==> src/rtl/dac_mux_sequencer_pkg.sv <==
// rtl/dac_mux_sequencer_pkg.sv - DAC command codes, init frames and sequencer state types
package dac_mux_sequencer_pkg;

  localparam int FRAME_W = 32;

  localparam logic [3:0] CMD_WR_UPD = 4'h3;
  localparam logic [3:0] CMD_RESET  = 4'h7;
  localparam logic [3:0] CMD_REF    = 4'h8;

  localparam logic [FRAME_W-1:0] FRAME_INIT_RST = {4'h0, CMD_RESET, 24'h000000};
  // Low data bit selects the internal reference on.
  localparam logic [FRAME_W-1:0] FRAME_INIT_REF = {4'h0, CMD_REF, 24'h000001};

  typedef enum logic [2:0] {
    ST_INIT_RST,
    ST_INIT_REF,
    ST_IDLE,
    ST_LOAD,
    ST_SHIFT,
    ST_GAP
  } seq_state_t;

  typedef enum logic [1:0] {
    K_RST,
    K_REF,
    K_SCAN
  } frame_kind_t;

  function automatic logic [FRAME_W-1:0] scan_frame(input logic [3:0] addr,
                                                    input logic [15:0] code16);
    return {4'h0, CMD_WR_UPD, addr, code16, 4'h0};
  endfunction

endpackage

==> src/rtl/dac_mux_sequencer_spi_frame_tx.sv <==
// rtl/dac_mux_sequencer_spi_frame_tx.sv - 32-bit SPI frame shifter with sclk divider
module dac_mux_sequencer_spi_frame_tx
  import dac_mux_sequencer_pkg::*;
#(
  parameter int CLK_DIV = 4
) (
  input  logic               clk,
  input  logic               rst_n,
  input  logic               load,
  input  logic [FRAME_W-1:0] frame,
  output logic               sclk,
  output logic               mosi,
  output logic               cs,
  output logic               done
);

  localparam int DIV_W = (CLK_DIV > 1) ? $clog2(CLK_DIV) : 1;

  logic               active;
  logic               phase;
  logic [DIV_W-1:0]   div_cnt;
  logic [4:0]         bit_cnt;
  logic [FRAME_W-1:0] shreg;
  logic               div_end;

  // phase=0 is the sclk-high half of a bit; the shift happens on the low->high turn.
  assign div_end = (div_cnt == DIV_W'(CLK_DIV - 1));
  assign cs      = ~active;
  assign sclk    = ~(active & phase);
  assign mosi    = active & shreg[FRAME_W-1];

  always_ff @(posedge clk or negedge rst_n) begin
    if (!rst_n) begin
      active  <= 1'b0;
      phase   <= 1'b0;
      div_cnt <= '0;
      bit_cnt <= '0;
      shreg   <= '0;
      done    <= 1'b0;
    end else begin
      done <= 1'b0;
      if (!active) begin
        if (load) begin
          active  <= 1'b1;
          shreg   <= frame;
          phase   <= 1'b0;
          div_cnt <= '0;
          bit_cnt <= '0;
        end
      end else if (!div_end) begin
        div_cnt <= div_cnt + DIV_W'(1);
      end else begin
        div_cnt <= '0;
        phase   <= ~phase;
        if (phase) begin
          if (bit_cnt == 5'd31) begin
            active <= 1'b0;
            done   <= 1'b1;
          end else begin
            bit_cnt <= bit_cnt + 5'd1;
            shreg   <= shreg << 1;
          end
        end
      end
    end
  end

endmodule

==> src/rtl/dac_mux_sequencer.sv <==
// rtl/dac_mux_sequencer.sv - AD56x8 init + channel scan sequencer with mux select and square-wave gate
module dac_mux_sequencer
  import dac_mux_sequencer_pkg::*;
#(
  parameter int NUM_CH  = 8,
  parameter int DATA_W  = 12,
  parameter int CLK_DIV = 4,
  parameter int CS_GAP  = 4,
  parameter int MUX_W   = 2,
  parameter int SQ_HALF = 25,
  localparam int CH_W   = (NUM_CH > 1) ? $clog2(NUM_CH) : 1
) (
  input  logic              clk_sys,
  input  logic              rst_sys,
  input  logic              start,
  input  logic              ch_wr_en,
  input  logic [CH_W-1:0]   ch_wr_addr,
  input  logic [DATA_W-1:0] ch_wr_data,
  output logic              sclk,
  output logic              mosi,
  output logic              cs,
  output logic [MUX_W-1:0]  mux_sel,
  output logic              sq_wave,
  output logic              init_done,
  output logic              busy
);

  localparam int GAP_W = $clog2(CS_GAP + 1);
  localparam int SQ_W  = $clog2(SQ_HALF + 1);

  seq_state_t         state, state_nx;
  frame_kind_t        kind;
  logic [CH_W-1:0]    ch;
  logic [GAP_W-1:0]   gap_cnt;
  logic [SQ_W-1:0]    sq_cnt;
  logic [DATA_W-1:0]  bank [NUM_CH];
  logic [DATA_W-1:0]  code_sel;
  logic [15:0]        code16;
  logic [FRAME_W-1:0] frame;
  logic               load, tx_done, pending, last_ch, gap_end, go;

  assign last_ch  = (ch == CH_W'(NUM_CH - 1));
  assign gap_end  = (gap_cnt == GAP_W'(CS_GAP - 1));
  assign go       = start | pending;
  // A write landing in the LOAD cycle of its own channel goes straight into the frame.
  assign code_sel = (ch_wr_en && ch_wr_addr == ch) ? ch_wr_data : bank[ch];
  assign code16   = 16'(code_sel) << (16 - DATA_W);

  always_comb begin
    state_nx = state;
    load     = 1'b0;
    frame    = scan_frame(4'(ch), code16);
    case (state)
      ST_INIT_RST: begin
        load     = 1'b1;
        frame    = FRAME_INIT_RST;
        state_nx = ST_SHIFT;
      end
      ST_INIT_REF: begin
        load     = 1'b1;
        frame    = FRAME_INIT_REF;
        state_nx = ST_SHIFT;
      end
      ST_IDLE:  if (go) state_nx = ST_LOAD;
      ST_LOAD: begin
        load     = 1'b1;
        state_nx = ST_SHIFT;
      end
      ST_SHIFT: if (tx_done) state_nx = ST_GAP;
      ST_GAP: begin
        if (gap_end) begin
          case (kind)
            K_RST:   state_nx = ST_INIT_REF;
            K_REF:   state_nx = ST_IDLE;
            default: state_nx = last_ch ? ST_IDLE : ST_LOAD;
          endcase
        end
      end
      default: state_nx = ST_INIT_RST;
    endcase
  end

  always_ff @(posedge clk_sys or negedge rst_sys) begin
    if (!rst_sys) begin
      state     <= ST_INIT_RST;
      kind      <= K_RST;
      ch        <= '0;
      gap_cnt   <= '0;
      pending   <= 1'b0;
      busy      <= 1'b0;
      mux_sel   <= '0;
      init_done <= 1'b0;
    end else begin
      state <= state_nx;
      case (state)
        ST_INIT_RST: kind <= K_RST;
        ST_INIT_REF: kind <= K_REF;
        ST_LOAD:     kind <= K_SCAN;
        ST_IDLE: begin
          if (go) begin
            ch      <= '0;
            busy    <= 1'b1;
            pending <= 1'b0;
          end
        end
        ST_GAP: begin
          gap_cnt <= gap_end ? '0 : gap_cnt + GAP_W'(1);
          if (gap_end && kind == K_REF) init_done <= 1'b1;
          if (gap_end && kind == K_SCAN) begin
            if (last_ch) begin
              mux_sel <= mux_sel + MUX_W'(1);
              busy    <= 1'b0;
            end else begin
              ch <= ch + CH_W'(1);
            end
          end
        end
        default: ;
      endcase
      if (start && !init_done) pending <= 1'b1;
    end
  end

  always_ff @(posedge clk_sys or negedge rst_sys) begin
    if (!rst_sys) begin
      for (int i = 0; i < NUM_CH; i++) bank[i] <= '0;
    end else if (ch_wr_en) begin
      bank[ch_wr_addr] <= ch_wr_data;
    end
  end

  always_ff @(posedge clk_sys or negedge rst_sys) begin
    if (!rst_sys) begin
      sq_cnt  <= '0;
      sq_wave <= 1'b0;
    end else if (!init_done) begin
      sq_cnt  <= '0;
      sq_wave <= 1'b0;
    end else if (sq_cnt == SQ_W'(SQ_HALF - 1)) begin
      sq_cnt  <= '0;
      sq_wave <= ~sq_wave;
    end else begin
      sq_cnt <= sq_cnt + SQ_W'(1);
    end
  end

  dac_mux_sequencer_spi_frame_tx #(
    .CLK_DIV (CLK_DIV)
  ) u_tx (
    .clk   (clk_sys),
    .rst_n (rst_sys),
    .load  (load),
    .frame (frame),
    .sclk  (sclk),
    .mosi  (mosi),
    .cs    (cs),
    .done  (tx_done)
  );

endmodule

==> config.mk <==
export PLATFORM = sky130hd
export DESIGN_NAME = dac_mux_sequencer
export DESIGN_NICKNAME = d
export VERILOG_FILES = /design/src/rtl/dac_mux_sequencer_pkg.sv /design/src/rtl/dac_mux_sequencer_spi_frame_tx.sv /design/src/rtl/dac_mux_sequencer.sv
export SDC_FILE = /design/constraint.sdc
export NUM_CORES = 1
export LEC_CHECK = 0
export BUFFER_PORTS_ARGS = -buffer_cell sky130_fd_sc_hd__buf_2
export CAP_MARGIN = 0
export CORE_MARGIN = 2
export CORE_UTILIZATION = 35
export CTS_BUF_LIST = sky130_fd_sc_hd__clkbuf_4
export CTS_CLUSTER_SIZE = 14
export DETAILED_ROUTE_END_ITERATION = 10
export SLEW_MARGIN = 10
export SYNTH_ARGS = -nofsm -noshare
export SYNTH_HDL_FRONTEND = slang
export SYNTH_SLANG_ARGS = --single-unit
export TNS_END_PERCENT = 10
==> constraint.sdc <==
create_clock -name clk_sys -period 2.55 [get_ports clk_sys]
set_clock_uncertainty 0.1 [all_clocks]
set_input_delay 0.6375 -clock clk_sys [delete_from_list [all_inputs] [get_ports clk_sys]]
set_output_delay 0.6375 -clock clk_sys [all_outputs]
set_load 0.1 [all_outputs]
Word level (Yosys, flattened, before mapping). Index checks and enable logic that the tools add are counted.

Register bits after elaboration: 160. Output and inout port bits: 8. Logic and storage cells: 144.

Add/sub/neg operators: 6. $lt $le $gt $ge: 3. Equal/unequal tests: 23. Multiplexer cells: 57. Bitwise gates (word level): 9. Reductions and logical operators: 22.

Operators by type and width (count): 32-bit two-way mux (5); 96-bit bitwise mux (1); 28-bit case mux with 2 select lines (1); 12-bit two-way mux (4); 12-bit binary-select mux with 3-bit select (1); 12-bit demux with 3-bit select (1); 5-bit two-way mux (7); 1-bit two-way mux (22); 3-bit two-way mux (7); 2-bit != test (second input constant) (8); 3-bit case mux with 4 select lines (1); 4-bit AND reduction (3); 5-bit by 1-bit adder with 5-bit output (second input constant) (2); 5-bit equality test (second input constant) (2); 3-bit by 2-bit equality test with 1-bit output (second input constant) (3); 3-bit equality test (second input constant) (3); 4-bit greater-or-equal comparator (second input constant) (2); 3-bit NOT with 4-bit output (2); 2-bit nonzero test (4); 3-bit by 1-bit adder with 3-bit output (second input constant) (2); 2-bit two-way mux (3); 2-bit case mux with 3 select lines (1); 3-bit case mux with 2 select lines (1); 2-bit AND reduction (3); other kinds (19) (31).

Longest topological paths before layout.
Depth after elaboration: 8. Mapped depth: 10.

By module. A second synthesis with hierarchy kept.

Cell total of the unflattened synthesis: 598. Area, all modules: 7601.0 um^2.

Modules (own cells, without submodules): dac_mux_sequencer (times used 1, cells an instance 402, area an instance 5659.2 um^2, sequential area each 2952.8 um^2); dac_mux_sequencer_spi_frame_tx (times used 1, cells an instance 196, area an instance 1941.9 um^2, sequential area each 1051.0 um^2).

Worst setup path before layout. No wires, ideal clock.

Kind: register to output. Start: reg u_tx.active. End: out mosi. Data arrival time: 1.875 ns. Setup slack: -0.062 ns. Stages on the path, launching flop included: 5. Buffers on the path: 3. Path through: dfrtp_1 clkbuf_1 clkbuf_1 clkbuf_1 and2_1.

Cells in the longest elaborated chain, start to end: 1.

Ends and longest elaborated chain: from (decl) (line dac_mux_sequencer_spi_frame_tx.sv:19) `logic active;`; from (signal assigned) (line dac_mux_sequencer_spi_frame_tx.sv:34) `active <= 1'b0;`; from (signal assigned) (line dac_mux_sequencer_spi_frame_tx.sv:44) `active <= 1'b1;`; from (signal assigned) (line dac_mux_sequencer_spi_frame_tx.sv:57) `active <= 1'b0;`; 1-bit AND (line dac_mux_sequencer_spi_frame_tx.sv:30) `assign mosi = active & shreg[FRAME_W-1];`; to (decl) (line dac_mux_sequencer.sv:20) `output logic mosi,`.

No other way between the ends.

Worst setup path after layout.
Start: reg u_tx.active. End: out cs.

Cells in the longest elaborated chain, start to end: 1.

Ends and longest elaborated chain: 1-bit NOT (line dac_mux_sequencer_spi_frame_tx.sv:28) `assign cs = ~active;`; to (decl) (line dac_mux_sequencer.sv:21) `output logic cs,`.

No other way between the ends.

==> flow_summary_export.csv <==
group,metric,value,unit
floorplanning,die_h,149.0,microns
global_routing,antenna_found_initial,1,
power,pwr-share-clk,28.0,%
worst_setup_path,end_kind,"primary output",
clocking,cts-root-buf,"clkbuf_4",
status,status,"finished clean",
sta,max_slew_margin,58.26,%
global_routing,first_global_vias,5030,
sta,worstMarginPinSlew,0.6260,ns
clocking,post_cts_buffers,0,
worst_setup_path,critical_path_class,"reg2out",
yosys,synth_warnings,0,
worst_setup_path,critPathRequiredTime,1.81,ns
worst_setup_path,r2r_cells,7,
routing,first_pass_iters,5,
sta,slew_violations,0,
place,dp_hpwl,10740,microns
routing,drc_errors,0,
global_routing,grt_max_degree,61,
power,max-vdd-ir-drop,0.4204,mV
final_layout,final_util,39.42,%
clocking,cts_made_buffers,17,
clocking,cts.sinks,160,
sta,hold_violations,0,
routing,wire_per_inst,17.29,microns
yosys,syn-num-nets,609,
power,comb_power_share,12.3,%
global_routing,grt_pass1_wl,26250,microns
sta,final.period_utilization,95.27,%
power,power_density,613.7,nW/um^2
final_layout,syn2layout_area_growth,11.49,%
routing,wl,15700,microns
hold_path,min_path_type,"in2reg",
place,port_buffers,26,
clocking,clkTransAtPathRegs,0.16,ns
final_layout,drive_gt1_share,31.49,%
worst_setup_path,cpPeakStageDelay,0.47,ns
sta,rsz0062_at_grt,"no",
global_routing,grt_usage,15.20,%
yosys,synth_edf_count,0,
worst_setup_path,arrival,1.69,ns
place,place.gp.congestion,0.7859,
place,dp.cells,874,
routing,ant_nets,0,
sta,fmax,411.6,MHz
routing,num_vias,4740,
clocking,clock_path_buffers,2,
final_layout,layout_commonest_cell,"dfrtp_1",
worst_setup_path,worstPathCellList,"inv_2 -> buf_2",
yosys,synthDominantCellAreaShare,54.38,%
floorplanning,dieArea,22210,sq um
worst_setup_path,worstSetupStartpointType,"flop",
floorplanning,io_pins,27,
yosys,yosysTopAreaCell,"dfrtp_1",
yosys,synthTopCellsByArea,"dfrtp_1, mux2_2, mux4_2",
hold_path,hold_depth,3,
yosys,synth_area_per_cell,12.65,sq um
final_layout,final_cell_mix,"dfrtp_1, mux2_2, nand2_1, o21ai_0, buf_4",
routing,drt-initial-drc-count,237,
sta,tns,0,ns
final_layout,instances_no_fill,908,
sta,final.min_clock_period,2.429,ns
worst_setup_path,reg2reg_slack,0.14,ns
yosys,syn_inst,582,
routing,via_per_inst,5.220,
floorplanning,start_util,35.36,%
power,power.leakage,3.656,nW
yosys,synthArstFlopShare,100.0,%
yosys,synth_ff_type,"dfrtp_1",
job,maxCapViolCount,0,
worst_setup_path,crit_slowest_cell,"dfrtp_1",
final_layout,nets,646,
power,intPower,3.653,mW
floorplanning,core.rowCount,53,
sta,setup_viol,0,
clocking,clk_latency,0.57,ns
power,p_sw,1.384,mW
floorplanning,fp.dieW,149.0,microns
yosys,synth_area,7362,sq um
worst_setup_path,cp_max_fo,10,
yosys,ys_seq_elements,160,
yosys,seq_area_frac_synth,54.38,%
clocking,h-tree-depth,4,
power,swShare,27.48,%
yosys,synth_cell_types,54,
power,p_seq_share,59.7,%
global_routing,grt-ovfl-total,0,
clocking,cts_tree,"yes",
floorplanning,coreArea,20820,sq um
## per-layer routing
metal | vias up | track usage (%) | wire [microns]
met5 | - | 0 | 0
met4 | 0 | 4.952 | 178
met3 | 13 | 3.058 | 458
met2 | 83 | 24.61 | 7567
met1 | 2432 | 20.58 | 7494
li1 | 2212 | - | -
## cell type report
class | instances | area [sq um]
Clock inverter | 15 | 125.1
Inverter | 15 | 56.30
Multi-Input combinational cell | 369 | 3157
Timing Repair Buffer | 56 | 391.6
Fill cell | 2042 | 12610
Sequential cell | 160 | 4004
Tap cell | 275 | 344.1
Antenna cell | 1 | 2.502
Clock buffer | 17 | 127.6
## synthesized netlist by cell type (2+ instances only)
| cell type | count |
|---|---|
| nand2_1 | 64 |
| inv_1 | 14 |
| nand4b_1 | 4 |
| and2_1 | 5 |
| o21ai_0 | 41 |
| buf_6 | 2 |
| a22o_1 | 15 |
| nor2b_1 | 4 |
| nand2b_1 | 2 |
| ha_1 | 8 |
| xor2_1 | 3 |
| nand4_1 | 2 |
| mux4_1 | 6 |
| mux4_2 | 18 |
| o211ai_1 | 6 |
| nand3_1 | 10 |
| mux2_2 | 84 |
| a21boi_0 | 4 |
| and3_1 | 13 |
| nor2_1 | 9 |
| clkbuf_1 | 18 |
| a31oi_1 | 2 |
| nor3_1 | 3 |
| a221o_1 | 4 |
| nand3b_1 | 3 |
| and4_1 | 2 |
| a21o_1 | 3 |
| o31ai_1 | 2 |
| buf_2 | 15 |
| a31o_2 | 2 |
| nand4bb_1 | 2 |
| a221oi_1 | 10 |
| a21oi_1 | 10 |
| nor3b_1 | 6 |
| dfrtp_1 | 160 |
| buf_4 | 2 |
| xnor2_1 | 6 |
| mux2i_1 | 2 |
## registers in the layout, indices dropped and copies added, names as in the netlist, 2 cells and up
name          cells
bank             96
u_tx.shreg       32
sq_cnt            5
u_tx.bit_cnt      5
ch                3
gap_cnt           3
state             3
kind              2
mux_sel           2
u_tx.div_cnt      2
## power by group through the flow
| stage | clock, mW | combinational (mW) | sequential [mW] |
|---|---|---|---|
| CTS | 1.46 | 0.636 | 3.01 |
| finish | 1.41 | 0.621 | 3.01 |
| detailed placement | 0 | 0.633 | 3.06 |
| global route | 1.58 | 0.686 | 3.05 |
| global placement | 0 | 0.598 | 3.03 |
| floorplan | 0 | 0.455 | 3.00 |
## stage by stage
| stage | instance area, sq um | setup slack, ns | hold slack, ns | power (mW) |
|---|---|---|---|---|
| detailed placement | 7924 | 0.1136 | 0.3571 | 3.696 |
| finish | 8208 | 0.1206 | 0.1940 | 5.037 |
| global placement | 7924 | 0.1821 | 0.3549 | 3.628 |
| CTS | 8187 | 0.01556 | 0.1599 | 5.102 |
| global route | 8208 | 0.01837 | 0.1503 | 5.320 |
| floorplan | 7363 | 0.2129 | 0.2419 | 3.459 |
## path summary, 6_finish.rpt
check                                      to             from
worst max register to register  u_tx.shreg[9]  u_tx.bit_cnt[0]
max in group asynchronous            bank[15]          rst_sys
min in group asynchronous       u_tx.shreg[2]          rst_sys
worst min register to register     mux_sel[1]       mux_sel[1]
worst min-delay path                  pending            start
worst max-delay path                       cs      u_tx.active
## repair_timing
item                                    CTS  global route
endpoints found under the setup margin    0            13
gates resized for setup                   0             4
endpoints found under the hold margin    55             0
hold buffers                              1             0
## kinds of logic (layout without fill, tap and decap cells)
logic type	after synthesis	in the layout	share of synthesized area, %
compound gates	107	107	9.772
xor+xnor	9	9	1.071
fa+ha+maj	8	8	1.360
buf+inv	53	103	3.263
flops	160	160	54.38
mux	110	110	20.77
other cells	0	1	0
simple gates	135	135	9.381
## critical path: cells and delay by family, from the launching register on
| kind | cells | cell delay (ns) |
|---|---|---|
| buffers and inverters | 2 | 0.67 |
| DFF | 1 | 0.47 |
Note: power is estimated with default switching activity, not from simulation.
